**config.mk**
```make
export PLATFORM = sky130hd
export DESIGN_NAME = fetch_prefetch_unit
export DESIGN_NICKNAME = d
export VERILOG_FILES = /design/src/rtl/fetch_prefetch_unit.sv
export SDC_FILE = /design/constraint.sdc
export NUM_CORES = 1
export LEC_CHECK = 0
export BUFFER_PORTS_ARGS = -buffer_cell sky130_fd_sc_hd__buf_2
export CAP_MARGIN = 20
export CORE_MARGIN = 3
export CORE_UTILIZATION = 51
export CTS_BUF_LIST = sky130_fd_sc_hd__clkbuf_4
export CTS_CLUSTER_DIAMETER = 150
export DETAILED_ROUTE_END_ITERATION = 10
export PLACE_DENSITY_LB_ADDON = 0.08
export SETUP_SLACK_MARGIN = 0.2
export SYNTH_ARGS = -nofsm -noshare
export SYNTH_HDL_FRONTEND = slang
export SYNTH_SLANG_ARGS = --single-unit
```
**constraint.sdc**
```tcl
create_clock -name clock -period 2.92 [get_ports clock]
set_input_delay 0.146 -clock clock [delete_from_list [all_inputs] [get_ports clock]]
set_output_delay 0.146 -clock clock [all_outputs]
set_load 0.01 [all_outputs]
```
**src/rtl/fetch_prefetch_unit.sv**
```systemverilog
// Instruction fetch stage: owns the fetch PC, issues req/ack fetches to
// instruction memory and buffers {pc, instruction} pairs in a small FIFO
// that decode drains over a valid/ready handshake. A redirect flushes the
// buffer and restarts fetch at the new PC.
//
// Ports:
//   clock, reset          system clock; synchronous active-low reset
//   imem_req/imem_addr    fetch request and word-aligned fetch address
//   imem_ack/imem_rdata   memory accept and returned instruction word
//   redirect/redirect_pc  flush and restart fetch at redirect_pc
//   ins_valid/ins/ins_pc  FIFO head (ins and ins_pc are 0 when empty)
//   ins_ready             decode consumes the head when ins_valid is high
//   fifo_count            current FIFO occupancy
module fetch_prefetch_unit #(
    parameter int unsigned         BITSIZE  = 32,
    parameter int unsigned         DEPTH    = 4,
    parameter logic [BITSIZE-1:0]  RESET_PC = '0
) (
    input  logic                    clock,
    input  logic                    reset,
    output logic                    imem_req,
    output logic [BITSIZE-1:0]      imem_addr,
    input  logic                    imem_ack,
    input  logic [BITSIZE-1:0]      imem_rdata,
    input  logic                    redirect,
    input  logic [BITSIZE-1:0]      redirect_pc,
    output logic                    ins_valid,
    output logic [BITSIZE-1:0]      ins,
    output logic [BITSIZE-1:0]      ins_pc,
    input  logic                    ins_ready,
    output logic [$clog2(DEPTH):0]  fifo_count
);

    localparam int unsigned AW = $clog2(DEPTH);
    localparam int unsigned CW = AW + 1;

    typedef enum logic [1:0] {
        S_IDLE      = 2'd0,
        S_WAIT      = 2'd1,
        S_WAIT_DROP = 2'd2
    } state_t;

    state_t             state, state_next;
    logic [BITSIZE-1:0] fetch_pc, fetch_pc_next;
    logic [BITSIZE-1:0] drop_pc, drop_pc_next;
    logic [AW-1:0]      rd_ptr, wr_ptr;
    logic [CW-1:0]      count, count_after;
    logic [BITSIZE-1:0] mem_pc  [DEPTH];
    logic [BITSIZE-1:0] mem_ins [DEPTH];
    logic               push, pop;
    logic [BITSIZE-1:0] redirect_aligned;

    // State and fetch-PC registers
    always_ff @(posedge clock) begin
        if (!reset) begin
            state    <= S_IDLE;
            fetch_pc <= RESET_PC;
            drop_pc  <= '0;
        end else begin
            state    <= state_next;
            fetch_pc <= fetch_pc_next;
            drop_pc  <= drop_pc_next;
        end
    end

    // Next-state, next-PC and FIFO occupancy
    always_comb begin
        state_next       = state;
        fetch_pc_next    = fetch_pc;
        drop_pc_next     = drop_pc;
        redirect_aligned = redirect_pc & ~BITSIZE'(3);
        pop              = (count != '0) && ins_ready;
        push             = (state == S_WAIT) && imem_ack && !redirect;
        count_after      = count + CW'(push) - CW'(pop);

        if (redirect) begin
            case (state)
                S_WAIT, S_WAIT_DROP: begin
                    if (imem_ack) begin
                        // Outstanding request completes now; its data is dropped.
                        state_next    = S_WAIT;
                        fetch_pc_next = redirect_aligned;
                    end else begin
                        // Address must stay put until the pending ack arrives.
                        state_next   = S_WAIT_DROP;
                        drop_pc_next = redirect_aligned;
                    end
                end
                default: begin
                    state_next    = S_WAIT;
                    fetch_pc_next = redirect_aligned;
                end
            endcase
        end else begin
            case (state)
                S_IDLE: begin
                    if (count_after < CW'(DEPTH)) state_next = S_WAIT;
                end
                S_WAIT: begin
                    if (imem_ack) begin
                        fetch_pc_next = fetch_pc + BITSIZE'(4);
                        state_next    = (count_after < CW'(DEPTH)) ? S_WAIT : S_IDLE;
                    end
                end
                S_WAIT_DROP: begin
                    if (imem_ack) begin
                        fetch_pc_next = drop_pc;
                        state_next    = S_WAIT;
                    end
                end
                default: state_next = S_IDLE;
            endcase
        end
    end

    // FIFO pointers and occupancy; redirect clears the buffer
    always_ff @(posedge clock) begin
        if (!reset) begin
            rd_ptr <= '0;
            wr_ptr <= '0;
            count  <= '0;
        end else if (redirect) begin
            rd_ptr <= '0;
            wr_ptr <= '0;
            count  <= '0;
        end else begin
            if (push) wr_ptr <= wr_ptr + AW'(1);
            if (pop)  rd_ptr <= rd_ptr + AW'(1);
            count <= count_after;
        end
    end

    // FIFO storage
    always_ff @(posedge clock) begin
        if (push) begin
            mem_pc[wr_ptr]  <= fetch_pc;
            mem_ins[wr_ptr] <= imem_rdata;
        end
    end

    assign imem_req   = (state != S_IDLE);
    assign imem_addr  = fetch_pc;
    assign fifo_count = count;
    assign ins_valid  = (count != '0);
    assign ins        = ins_valid ? mem_ins[rd_ptr] : '0;
    assign ins_pc     = ins_valid ? mem_pc[rd_ptr]  : '0;

endmodule

```
* Yosys cells after proc, flatten, opt, wreduce, memory -nomap -nowiden
Memory sizes are Yosys's and may differ from the RTL's. A register that Yosys moved wholly into a read port is not among the register bits.
Index checks and enable logic that the tools add are counted.
** Word-level totals
- Bits in writable memories :: 256
- Bits in latches :: 0
- Output and inout port bits :: 101
- Input bits :: 69
- ROM bits :: 0
- Register bits :: 71
- Memories kept :: 2
** Cells by class
- Multipliers :: 0
- Eq/ne operators :: 6
- Divide/modulo/power cells :: 0
- Bitwise logic cells :: 2
- Shift operators :: 0
- Add/subtract/negate cells :: 5
- Reduce and logical (&&, ||, !) cells :: 13
- Mux-type cells :: 22
- Order comparisons :: 1
** Memory list
- mem_ins :: depth 4, width 32, rd ports 1, clocked after Yosys merged registers in 1, write ports 1, RTL line 49 : logic [BITSIZE-1:0] mem_ins [DEPTH];
- mem_pc :: depth 4, width 32, rd ports 1, clocked after Yosys merged registers in 1, write ports 1, RTL line 48 : logic [BITSIZE-1:0] mem_pc [DEPTH];
** Operator list (number)
- $mux 32 :: 7
- $pmux 32 s2 :: 1
- $add 32x3->32 const B :: 1
- $mux 2 :: 10
- $ne 3x3->1 const B :: 4
- $pmux 2 s3 :: 1
- $reduce_and 3->1 :: 2
- $reduce_bool 3->1 :: 2
- $add 2x1->2 const B :: 2
- $reduce_and 4->1 :: 1
- $reduce_or 2->1 :: 2
- $add 3x1->3 :: 1
- $logic_and 1x1->1 :: 3
- $lt 3x3->1 const B :: 1
- $mux 1 :: 3
- $sub 3x1->3 :: 1
- $eq 2x1->1 const B :: 1
- $eq 2x2->1 const B :: 1
- $logic_not 2->1 :: 1
- $not 1->1 :: 2
- $reduce_bool 2->1 :: 1
- $logic_not 1->1 :: 1

* Logic depth before layout (Yosys ltp)
Gate-level depths: netlist of the first run.
- Word-level depth :: 10
- Mapped depth :: 14
- Mapped depth without buffers :: 13

* Worst setup path before layout of the first run
No wires, ideal clock.
- Path type :: register -> register
- Start :: reg state[1]
- End :: mem mem_ins[2][0], enable pin
- Data required time :: 2.494 ns
- Library setup time :: 0.426 ns
- Stages on the path, launching flop included :: 6
- Data arrival time :: 2.471 ns
- Slack :: 0.023 ns
- Path buffers :: 1
- Path through :: dfxtp_1 inv_1 ha_1 and3b_1 buf_1 and2_1
** On the way
- Longest elaborated chain between the ends :: 5
** Ends and longest elaborated chain
- start, declared :: RTL line 43 : state_t state, state_next;
- start signal, assigned :: RTL line 60 : state <= state_next;
- $eq 2x1->1 :: RTL line 73 : push = (state == S_WAIT) && imem_ack && !redirect;
- $logic_and 1x1->1 (2 in series) :: RTL line 73
- $mux 1 :: RTL line 135 : if (push) begin
- $mux 1 (implied by the code) :: RTL line 137 : mem_ins[wr_ptr] <= imem_rdata;
- end, declared :: RTL line 49
Every way passes these cells.

* Worst setup path in the final report of the first run
- Start :: reg count[1] (netlist: fifo_count[1])
- End :: reg state[1]
** On the way
- Longest elaborated chain between the ends :: 6
- Elaborated cells on any way between the ends :: 7
- Those cells by class :: add/sub (2); order compare (1); eq/ne (1); reduce/logical (3)
** Ends and longest elaborated chain
- start, declared :: RTL line 47 : logic [CW-1:0] count, count_after;
- start signal, assigned :: RTL line 129 : count <= count_after;
- $reduce_bool 3->1 :: RTL line 72 : pop = (count != '0) && ins_ready;
- $logic_and 1x1->1 :: RTL line 72
- via pop :: RTL line 50 : logic push, pop;
- $sub 3x1->3 :: RTL line 74 : count_after = count + CW'(push) - CW'(pop);
- $lt 3x3->1 :: RTL line 97 : if (count_after < CW'(DEPTH)) state_next = S_WAIT;
- $ne 3x3->1 (no source line)
- $reduce_and 3->1 (no source line)
The timed path passes the listed nets, and every way through them passes these cells.
A chain may end at the register's enable or synchronous reset.

==> flow_summary_export.csv, run 1 <==
group,metric,value,unit
outcome,status,"finished, final reports clean",
cts,clock_sinks,319,
cts,clockBufferDepth,3,
cts,cts_max_level,3,
logic_synthesis,synthArstFlopShare,0,%
cells_and_area,final_common_cell,"edfxtp_1",
floorplan,dieArea,28400,um^2
worst_setup_path,cp_slowest_cell,"or3_4",
worst_setup_path,cp_data_required_time,3450,ps
logic_synthesis,avgSynthCellArea,14.3,um^2
logic_synthesis,synth_ff_type,"edfxtp_1",
sta,final_hold_viol_count,0,
drt,wl,31.5,mm
sta,slew_violations,0,
worst_setup_path,crit_buf_inv,2,
global_route,grt_pass1_vias,8993,
global_route,grt_pass1_wl,49.3,mm
cells_and_area,drive_gt1_share,32.8,%
floorplan,core-area,25500,um^2
logic_synthesis,synth_top_area_share,55.3,%
cells_and_area,mostFrequentLayoutCells,"edfxtp_1, buf_2, clkbuf_4, nand2_1, a21oi_1",
drt,viasPerCell,5.54,
cells_and_area,layout.nets,1306,
worst_setup_path,endpoint_kind,"flop",
pwr,fin_total_pwr,0.0100,W
drt,drt_iter0_drc,598,
cts,root_buffer,"clkbuf_4",
place,hpwl,19.2,mm
drt,ant_nets,0,
logic_synthesis,synth_edf_count,248,
pwr,leakagePower,6.07,nW
worst_setup_path,worst_setup_path_start_kind,"flop",
sta,setup_tns,0,ps
floorplan,fp.dieH,168,um
floorplan,dieWidth,168,um
global_route,gr-usage-all-layers,22.3,%
sta,tightestPinTransition,669,ps
drt,drc,0,
global_route,grt_max_degree,64,
place,dp_slack,137,ps
cells_and_area,instances_no_fill,1614,
sta,slew_headroom,55.4,%
global_route,grt_overflow,0,
logic_synthesis,synthCells,943,
cells_and_area,syn2layout_area_growth,23.1,%
floorplan,start_util,52.7,%
sta,period_minus_slack,2600,ps
job,maxCapViolCount,0,
cts,cts_tree,"built",
sta,worst_hold_slack,150,ps
pwr,vdd.ir_drop.worst,0.000309,V
logic_synthesis,netlist.top_cell.by_area,"edfxtp_1",
worst_hold_path,hp-class,"primary input to flop",
sta,max_clock_freq,0.385,GHz
cells_and_area,fill_cells,1995,
logic_synthesis,yosys_warnings,0,
logic_synthesis,synth_seq_cells,319,
worst_setup_path,cp_top_family,"adder cells",
worst_setup_path,crit_type,"flop to flop",
sta,fin_crit_sh,88.9,%
worst_setup_path,max_stage_delay,380,ps
pwr,power_density,605,nW/um^2
sta,rsz0062_at_grt,"no",
worst_setup_path,worstPathArrival,3130,ps
cts,cts_buffers,82,
place,numPortBuffers,163,
cts,path_clk_slew,60,ps
sta,finalClockSkew,51.8,ps
drt,routedWlPerCell,19.5,um
cts,insertion_delay,700,ps
logic_synthesis,seq_area_frac_synth,65.9,%
logic_synthesis,synth_area,13500,um^2
drt,dr.pass1.iters,6,
worst_setup_path,crit_fanout,3,
logic_synthesis,synth_cell_types,66,
sta,setup_viol,0,
sta,layout_setup_ws,323,ps
place,numPlacedInstances,1403,
worst_setup_path,worstPathCellList,"or3_4 -> and2_4 -> ha_4 -> inv_2 -> ha_4 -> fa_2 -> xor3_1 -> o22a_1 -> nor2_2 -> buf_4 -> a21oi_1 -> nor2_1",
global_route,antenna_found_initial,1,
logic_synthesis,yosys-top-cells-area,"edfxtp_1, dfxtp_1, mux4_2, and2_1, nand2_1",
worst_setup_path,crit_top_cell,"ha_4",
floorplan,boundaryPins,170,
floorplan,num_rows,58,
place,place_congestion,0.850,
drt,vias,8946,
==> power breakdown <==
part / internal (W) / total (W) / switching, W
Sequential: 0.00504 / 0.00520 / 0.000163
Clock: 0.00220 / 0.00393 / 0.00173
Combinational: 0.000399 / 0.000900 / 0.000502
==> cells in the mapped netlist (all sizes together), types with 10 or more instances <==
| cell type | instances |
|---|---|
| a21oi | 67 |
| and2 | 70 |
| and3 | 12 |
| buf | 12 |
| clkbuf | 51 |
| dfxtp | 71 |
| edfxtp | 248 |
| ha | 11 |
| inv | 22 |
| mux2i | 10 |
| mux4 | 62 |
| nand2 | 109 |
| nand3 | 18 |
| nand4 | 11 |
| nor2 | 31 |
| o211ai | 13 |
| o21ai | 34 |
==> per-layer routing <==
metal,GRT usage [%],vias up,routed length [um]
met4,7.97,0,688
met5,0,-,0
met3,4.51,55,2170
li1,-,4178,-
met1,30.3,4365,13300
met2,36.3,348,15400
==> cells by family (layout without fill, tap and decap cells) <==
logic type	count (synthesis)	in the layout	share of synthesized area, %
AOI/OAI and AO/OA	157	157	6.96
xor gates and xnor gates	14	14	1.02
adders and majority gates	12	12	1.17
buffers and inverters	85	422	2.56
DFF	319	319	65.9
muxes	73	73	11.2
other	1	5	0.0279
and+or+nand+nor	282	282	11.2
==> tightest hold or removal path, delay by kind of cell <==
kind | cells | cell delay, ps
AOI/OAI and AO/OA | 1 | 170
buffers and inverters | 2 | 280
and+or+nand+nor | 1 | 220
==> path summary, 6_finish.rpt <==
check	from	endpoint	slack [ps]	cells after the start
worst min-delay path	redirect	imem_addr[14]	150	4
worst max-delay path	fifo_count[1]	state[1]	320	12
worst max register to register	fifo_count[1]	state[1]	320	12
worst min register to register	drop_pc[21]	drop_pc[21]	450	2
==> cell type report <==
| cell class | instances | area (um^2) | area share, % |
|---|---|---|---|
| antenna | 1 | 2.50 | 0.0151 |
| clock buffer | 124 | 931 | 5.62 |
| inverter | 22 | 82.6 | 0.498 |
| multi-input combinational | 542 | 4320 | 26.1 |
| timing repair buffer | 258 | 1780 | 10.7 |
| clock inverter | 18 | 158 | 0.952 |
| sequential | 319 | 8880 | 53.6 |
| tap | 330 | 413 | 2.49 |
==> sequential cells by signal, indices dropped and copies added, names as in the netlist, named ones only <==
register	count
drop_pc	30
fifo_count	3
imem_addr	30
mem_ins	128
mem_pc	120
rd_ptr	2
state	2
wr_ptr	2
==> through the flow <==
stage,cell area [um^2],utilization (%)
after global routing,16600,64.9
after floorplan,13500,-
after global placement,14800,57.8
final,16600,64.9
after CTS,16600,64.8
after detailed placement,14800,57.8
==> timing repair <==
action                     CTS  global route
hold buffers                65             0
setup endpoints to repair    1             2
pin swaps                    7             2
hold endpoints to repair   193             0
setup buffers                3             0
gates resized for setup      9             2
Note: power is estimated with default switching activity, not from simulation.
==> run 2, diff against run 1 <==
--- a/config.mk
+++ b/config.mk
@@ -5,6 +5,7 @@
 export SDC_FILE = /design/constraint.sdc
 export NUM_CORES = 1
 export LEC_CHECK = 0
+export ABC_AREA = 1
 export BUFFER_PORTS_ARGS = -buffer_cell sky130_fd_sc_hd__buf_2
 export CAP_MARGIN = 20
 export CORE_MARGIN = 3
@@ -12,6 +13,7 @@
 export CTS_BUF_LIST = sky130_fd_sc_hd__clkbuf_4
 export CTS_CLUSTER_DIAMETER = 150
 export DETAILED_ROUTE_END_ITERATION = 10
+export MAX_ROUTING_LAYER = met4
 export PLACE_DENSITY_LB_ADDON = 0.08
 export SETUP_SLACK_MARGIN = 0.2
 export SYNTH_ARGS = -nofsm -noshare
==> run 2 against run 1 <==
Sequential power increased by 1%. Design area increased by 2.5%. Area after synthesis increased by 3.2%. Fmax about the same. Worst setup slack improved by 2.1 ps. Sequential cell count unchanged. Largest power group unchanged.
==> flow_summary_export.csv, run 2 <==
group,metric,value,unit
floorplan,fp.dieH,171,um
worst_setup_path,worstPathArrival,3160,ps
place,numPortBuffers,163,
cells_and_area,fill_cells,2166,
logic_synthesis,synth_cell_types,38,
pwr,leakagePower,6.73,nW
logic_synthesis,yosysMostFrequentCell,"nor2_1",
logic_synthesis,yosys_warnings,0,
cells_and_area,seqCellArea,8870,um^2
cts,root_buffer,"clkbuf_4",
sta,finalClockSkew,36.3,ps
floorplan,core-area,26400,um^2
global_route,gr-usage-all-layers,23.5,%
logic_synthesis,synth_area,13900,um^2
logic_synthesis,yosys-top-cells-area,"edfxtp_1, dfxtp_1, nor2_1, o21ai_0, a21oi_1",
worst_setup_path,cp_data_required_time,3480,ps
sta,period_minus_slack,2590,ps
place,dp_slack,205,ps
logic_synthesis,synth_ff_type,"edfxtp_1",
global_route,grt_overflow,0,
cells_and_area,layout.nets,1761,
sta,final_hold_viol_count,0,
logic_synthesis,synthArstFlopShare,0,%
drt,dr.pass1.iters,5,
sta,setup_viol,0,
place,hpwl,18.8,mm
worst_setup_path,r2r-end,"state[0]",
sta,slew_headroom,42.8,%
logic_synthesis,synth_seq_cells,319,
drt,vias,10900,
pwr,power_density,592,nW/um^2
sta,layout_setup_ws,326,ps
worst_setup_path,crit_type,"flop to flop",
cells_and_area,mostFrequentLayoutCells,"nor2_1, edfxtp_1, nand2_1, buf_2, o21ai_0",
logic_synthesis,synth_top_family_by_area,"simple AND/OR/NAND/NOR gates",
sta,rsz0062_at_grt,"no",
global_route,use_met2,38.5,%
drt,viasPerCell,5.24,
global_route,grt_pass1_vias,10500,
logic_synthesis,avgSynthCellArea,9.97,um^2
cells_and_area,regMostFlops,"mem_ins",
cts,clock_sinks,319,
sta,slew_violations,0,
cells_and_area,multiInputGateArea,4360,um^2
place,place_congestion,0.794,
logic_synthesis,seq_area_frac_synth,63.8,%
cts,path_clk_slew,70,ps
global_route,use_met3,4.23,%
cts,clockBufferDepth,3,
drt,ant_nets,0,
logic_synthesis,synthCells,1393,
worst_setup_path,timing.rr.start,"state[1]",
cells_and_area,final_common_cell,"nor2_1",
global_route,grt_pass1_wl,53.0,mm
worst_setup_path,reg2reg_depth,17,
pwr,vdd.ir_drop.worst,0.000303,V
logic_synthesis,synth_top_cells_by_count,"nor2_1, edfxtp_1, nand2_1, o21ai_0, a21oi_1",
cts,cts_max_level,3,
pwr,fin_total_pwr,0.0101,W
cells_and_area,instances_no_fill,2073,
logic_synthesis,synth_mux_area_share,0,%
worst_setup_path,cp-startpoint,"state[1]",
floorplan,dieWidth,171,um
cells_and_area,largest_reg_flops,128,
worst_setup_path,endpoint_kind,"flop",
logic_synthesis,synthSimpleGateAreaFrac,16.3,%
global_route,grt_max_degree,125,
cells_and_area,drive_gt1_share,21.6,%
floorplan,dieArea,29300,um^2
cts,cts_buffers,82,
floorplan,boundaryPins,170,
global_route,grtUsageMet1,30.0,%
floorplan,num_rows,59,
logic_synthesis,synthAdderAreaFrac,1.13,%
logic_synthesis,synth_compound_area_share,12.8,%
job,maxCapViolCount,0,
drt,wl,33.7,mm
global_route,antenna_found_initial,1,
logic_synthesis,synth_edf_count,248,
floorplan,start_util,52.6,%
logic_synthesis,yosys.area_share.xor_xnor,0.378,%
logic_synthesis,synth_top_area_share,53.6,%
drt,routedWlPerCell,16.2,um
sta,max_clock_freq,0.385,GHz
worst_hold_path,hp-class,"primary input to flop",
cts,cts_tree,"built",
worst_setup_path,worst_setup_path_start_kind,"flop",
cells_and_area,syn2layout_area_growth,22.2,%
logic_synthesis,netlist.top_cell.by_area,"edfxtp_1",
sta,fin_crit_sh,88.9,%
drt,drt_iter0_drc,773,
worst_setup_path,r2r_setup_slack,330,ps
drt,drc,0,
place,numPlacedInstances,1836,
global_route,busiest_layer,"met2",
worst_hold_path,holdCritStartpoint,"imem_rdata[6]",
sta,tightestPinTransition,858,ps
worst_setup_path,crit_end,"state[0]",
cells_and_area,reg.largest.list,"mem_ins: 128 flops, mem_pc: 120 flops",
outcome,status,"finished, final reports clean",
cts,insertion_delay,690,ps
worst_setup_path,crit_fanout,3,
==> run 2: worst min-delay path by stage <==
| stage | to | slack, ps | depth (start not counted) |
|---|---|---|---|
| after floorplan | mem_ins[0][0] | 240 | 0 |
| after global placement | mem_ins[1][8] | 360 | 1 |
| after detailed placement | mem_ins[0][6] | 360 | 1 |
| after CTS | mem_ins[3][23] | 160 | 2 |
| after global routing | mem_ins[3][23] | 190 | 2 |
| final | mem_ins[0][6] | 220 | 2 |
==> run 2: power breakdown <==
| group | internal (W) | switching (W) |
|---|---|---|
| clock | 0.00197 | 0.00170 |
| combinational | 0.000449 | 0.000663 |
| sequential | 0.00508 | 0.000194 |
| total | 0.00750 | 0.00256 |
==> run 2: logic make-up after synthesis <==
family | count (synthesis)
flops | 319
other cells | 1
simple gates | 554
fa+ha+maj | 12
buf+inv | 161
xor+xnor | 6
compound gates | 340
==> run 2: worst max-delay path, cell delays in order (launching register included) <==
cell and delay, ps:
dfxtp_1 330, inv_2 100, ha_4 140, nand2_1 60, nor2_2 160, clkinv_1 110
ha_1 290, inv_1 40, ha_1 180, fa_2 340, inv_1 80, nand3_2 90
nand2_1 80, nand2_1 70, a21oi_2 190, nor2_1 90, nand2_1 90, a21oi_1 50
==> run 2: cell type report <==
class / count / area share, %
clock buffer: 120 / 5.31
clock inverter: 21 / 0.707
timing repair buffer: 280 / 11.8
inverter: 80 / 1.79
sequential: 319 / 52.3
tap: 335 / 2.47
multi-input combinational: 917 / 25.7
antenna: 1 / 0.0147
==> run 2: stage by stage <==
step	utilization, %	hold WS [ps]	setup TNS [ps]	area [um^2]
2_1_floorplan	-	245	-26770	13900
3_3_place_gp	56.7	361	0	15000
5_1_grt	64.2	185	0	17000
6_report	64.2	218	0	17000
3_5_place_dp	56.7	364	0	15000
4_1_cts	64.0	163	0	16900
==> run 2: what timing repair did <==
| action | CTS | global route |
|---|---|---|
| pin swaps | 0 | 3 |
| resized for setup | 1 | 9 |
| endpoints found under the hold margin | 196 | 0 |
| hold buffers | 92 | 0 |
| setup endpoints to repair | 1 | 18 |
| setup buffers | 0 | 2 |
| cloned | 0 | 1 |
==> run 2: layer usage <==
layer | routed length [um] | part of all wire (%)
met2 | 16300 | 49
met1 | 14700 | 44
met4 | 600 | 1.8
met5 | 0 | 0
met3 | 2030 | 6.0
==> run 3, diff against run 2 <==
--- a/config.mk
+++ b/config.mk
@@ -6,6 +6,7 @@
 export NUM_CORES = 1
 export LEC_CHECK = 0
 export ABC_AREA = 1
+export ABC_CLOCK_PERIOD_IN_PS = 2920
 export BUFFER_PORTS_ARGS = -buffer_cell sky130_fd_sc_hd__buf_2
 export CAP_MARGIN = 20
 export CORE_MARGIN = 3
@@ -15,7 +16,9 @@
 export DETAILED_ROUTE_END_ITERATION = 10
 export MAX_ROUTING_LAYER = met4
 export PLACE_DENSITY_LB_ADDON = 0.08
+export RECOVER_POWER = 50
 export SETUP_SLACK_MARGIN = 0.2
+export SLEW_MARGIN = 15
 export SYNTH_ARGS = -nofsm -noshare
 export SYNTH_HDL_FRONTEND = slang
 export SYNTH_SLANG_ARGS = --single-unit
==> run 3 against run 2 <==
Register-to-register slack got worse by 40 ps. Wire length about the same. Clock power hardly changed. Utilization down 0.55 points. Combinational power about the same. Die area did not move. First-iteration DRC count up 5.6%.
==> flow_summary_export.csv, run 3 (synthesis gave the netlist of run 2 again) <==
group,metric,value,unit
outcome,status,"finished, final reports clean",
floorplan,dieWidth,171,um
worst_setup_path,r2r-end,"state[0]",
cells_and_area,largest_reg_flops,128,
sta,final_hold_viol_count,0,
place,hpwl,18.8,mm
drt,viasPerCell,5.22,
place,numPlacedInstances,1836,
global_route,gr-usage-all-layers,23.5,%
sta,slew_violations,0,
pwr,leakagePower,6.49,nW
drt,dr.pass1.iters,5,
sta,period_minus_slack,2630,ps
worst_setup_path,cp_data_required_time,3470,ps
sta,setup_viol,0,
global_route,grt_max_degree,125,
cts,cts_max_level,3,
cells_and_area,reg.largest.list,"mem_ins: 128 flops, mem_pc: 120 flops",
global_route,grt_pass1_wl,53.0,mm
floorplan,dieArea,29300,um^2
cts,root_buffer,"clkbuf_4",
drt,drt_iter0_drc,816,
cells_and_area,mostFrequentLayoutCells,"nor2_1, edfxtp_1, nand2_1, o21ai_0, a21oi_1",
cells_and_area,fill_cells,2203,
global_route,grt_overflow,0,
worst_hold_path,hp-class,"primary input to flop",
drt,wl,33.7,mm
worst_hold_path,holdCritStartpoint,"imem_rdata[6]",
worst_setup_path,timing.rr.start,"state[0]",
floorplan,fp.dieH,171,um
cts,cts_tree,"built",
worst_setup_path,r2r_setup_slack,290,ps
floorplan,start_util,52.6,%
sta,rsz0062_at_grt,"no",
place,place_congestion,0.794,
global_route,antenna_found_initial,1,
job,maxCapViolCount,0,
worst_setup_path,reg2reg_depth,16,
drt,routedWlPerCell,16.2,um
sta,max_clock_freq,0.380,GHz
cells_and_area,seqCellArea,8870,um^2
cells_and_area,drive_gt1_share,17.4,%
place,numPortBuffers,163,
drt,drc,0,
pwr,vdd.ir_drop.worst,0.000302,V
floorplan,core-area,26400,um^2
floorplan,num_rows,59,
worst_setup_path,worstPathArrival,3190,ps
cells_and_area,regMostFlops,"mem_ins",
cts,path_clk_slew,70,ps
sta,finalClockSkew,37.0,ps
worst_setup_path,endpoint_kind,"flop",
sta,setup_tns,0,ps
pwr,fin_total_pwr,0.0100,W
cells_and_area,instances_no_fill,2073,
worst_hold_path,hold_end,"mem_ins[0][6]",
sta,slew_headroom,19.3,%
cells_and_area,multiInputGateArea,4330,um^2
drt,vias,10800,
cells_and_area,final_common_cell,"nor2_1",
sta,tightestPinTransition,1210,ps
global_route,grt_pass1_vias,10500,
worst_setup_path,crit_fanout,4,
cts,clock_sinks,319,
drt,ant_nets,0,
cts,cts_buffers,82,
pwr,power_density,596,nW/um^2
cells_and_area,syn2layout_area_growth,21.2,%
cts,clockBufferDepth,3,
worst_setup_path,worst_setup_path_start_kind,"flop",
worst_setup_path,crit_type,"flop to flop",
cells_and_area,layout.nets,1761,
floorplan,boundaryPins,170,
cts,insertion_delay,690,ps
sta,fin_crit_sh,90.2,%
worst_hold_path,whs_path_depth,2,
run 3: cell count changes in the layout (fill, tap and decap cells not counted), moves of 2 or more:
cell | previous run | this run
nor2_1 | 299 | 301
clkbuf_1 | 0 | 68
buf_4 | 19 | 16
buf_12 | 6 | 4
clkbuf_4 | 120 | 122
buf_2 | 163 | 97
nor2_4 | 14 | 12
run 3: layout make-up:
cell class / count / share of cell area [%]
sequential: 319 / 52.7
clock buffer: 120 / 5.35
antenna: 1 / 0.0149
clock inverter: 21 / 0.714
inverter: 80 / 1.81
tap: 335 / 2.49
multi-input combinational: 917 / 25.7
timing repair buffer: 280 / 11.2
run 3: worst max-delay path: stages, from the launching register on:
cell and delay [ps]:
dfxtp_1 430, ha_4 170, nand2_1 60, nor2_2 150, clkinv_1 110, ha_1 290
inv_1 40, ha_1 180, fa_2 340, inv_1 80, nand3_2 90, nand2_1 80
nand2_1 70, a21oi_2 190, nor2_1 90, nand2_1 90, a21oi_1 50
run 3: how the worst max path moves through the flow:
stage	startpoint	endpoint	slack, ps	cells past startpoint
finish	state[0]	state[0]	290	16
global route	state[0]	drop_pc[15]	140	8
CTS	state[1]	state[1]	230	16
detailed placement	state[1]	state[1]	210	16
global placement	state[1]	state[1]	330	16
floorplan	state[1]	mem_ins[0][0]	-110	6
run 3: metrics by stage:
step / cell area, um^2 / hold WS [ps] / setup WS (ps) / util [%]
floorplan: 13900 / 245 / -108 / -
global placement: 15000 / 361 / 325 / 56.7
detailed placement: 15000 / 364 / 205 / 56.7
CTS: 16900 / 163 / 227 / 64.0
global route: 16800 / 241 / 137 / 63.7
finish: 16800 / 277 / 287 / 63.7
run 3: timing repair:
item,CTS,global route
gates resized for setup,1,9
hold buffers,92,0
setup endpoints to repair,1,18
setup buffers,0,2
endpoints found under the hold margin,196,0
pin swaps,0,3
gates cloned,0,1
run 3: power by group:
| part | switching [W] | internal, W | total [W] |
|---|---|---|---|
| registers | 0.000193 | 0.00508 | 0.00527 |
| logic | 0.000662 | 0.000425 | 0.00109 |
| clock network | 0.00171 | 0.00197 | 0.00368 |
| total | 0.00256 | 0.00747 | 0.0100 |
run 3: per-layer routing:
layer,routed length (um),track usage (%),vias to the layer above
li1,-,-,5347
met1,14800,30.0,5103
met2,16300,38.5,331
met3,1940,4.23,43
met4,601,7.91,0
met5,0,-,-
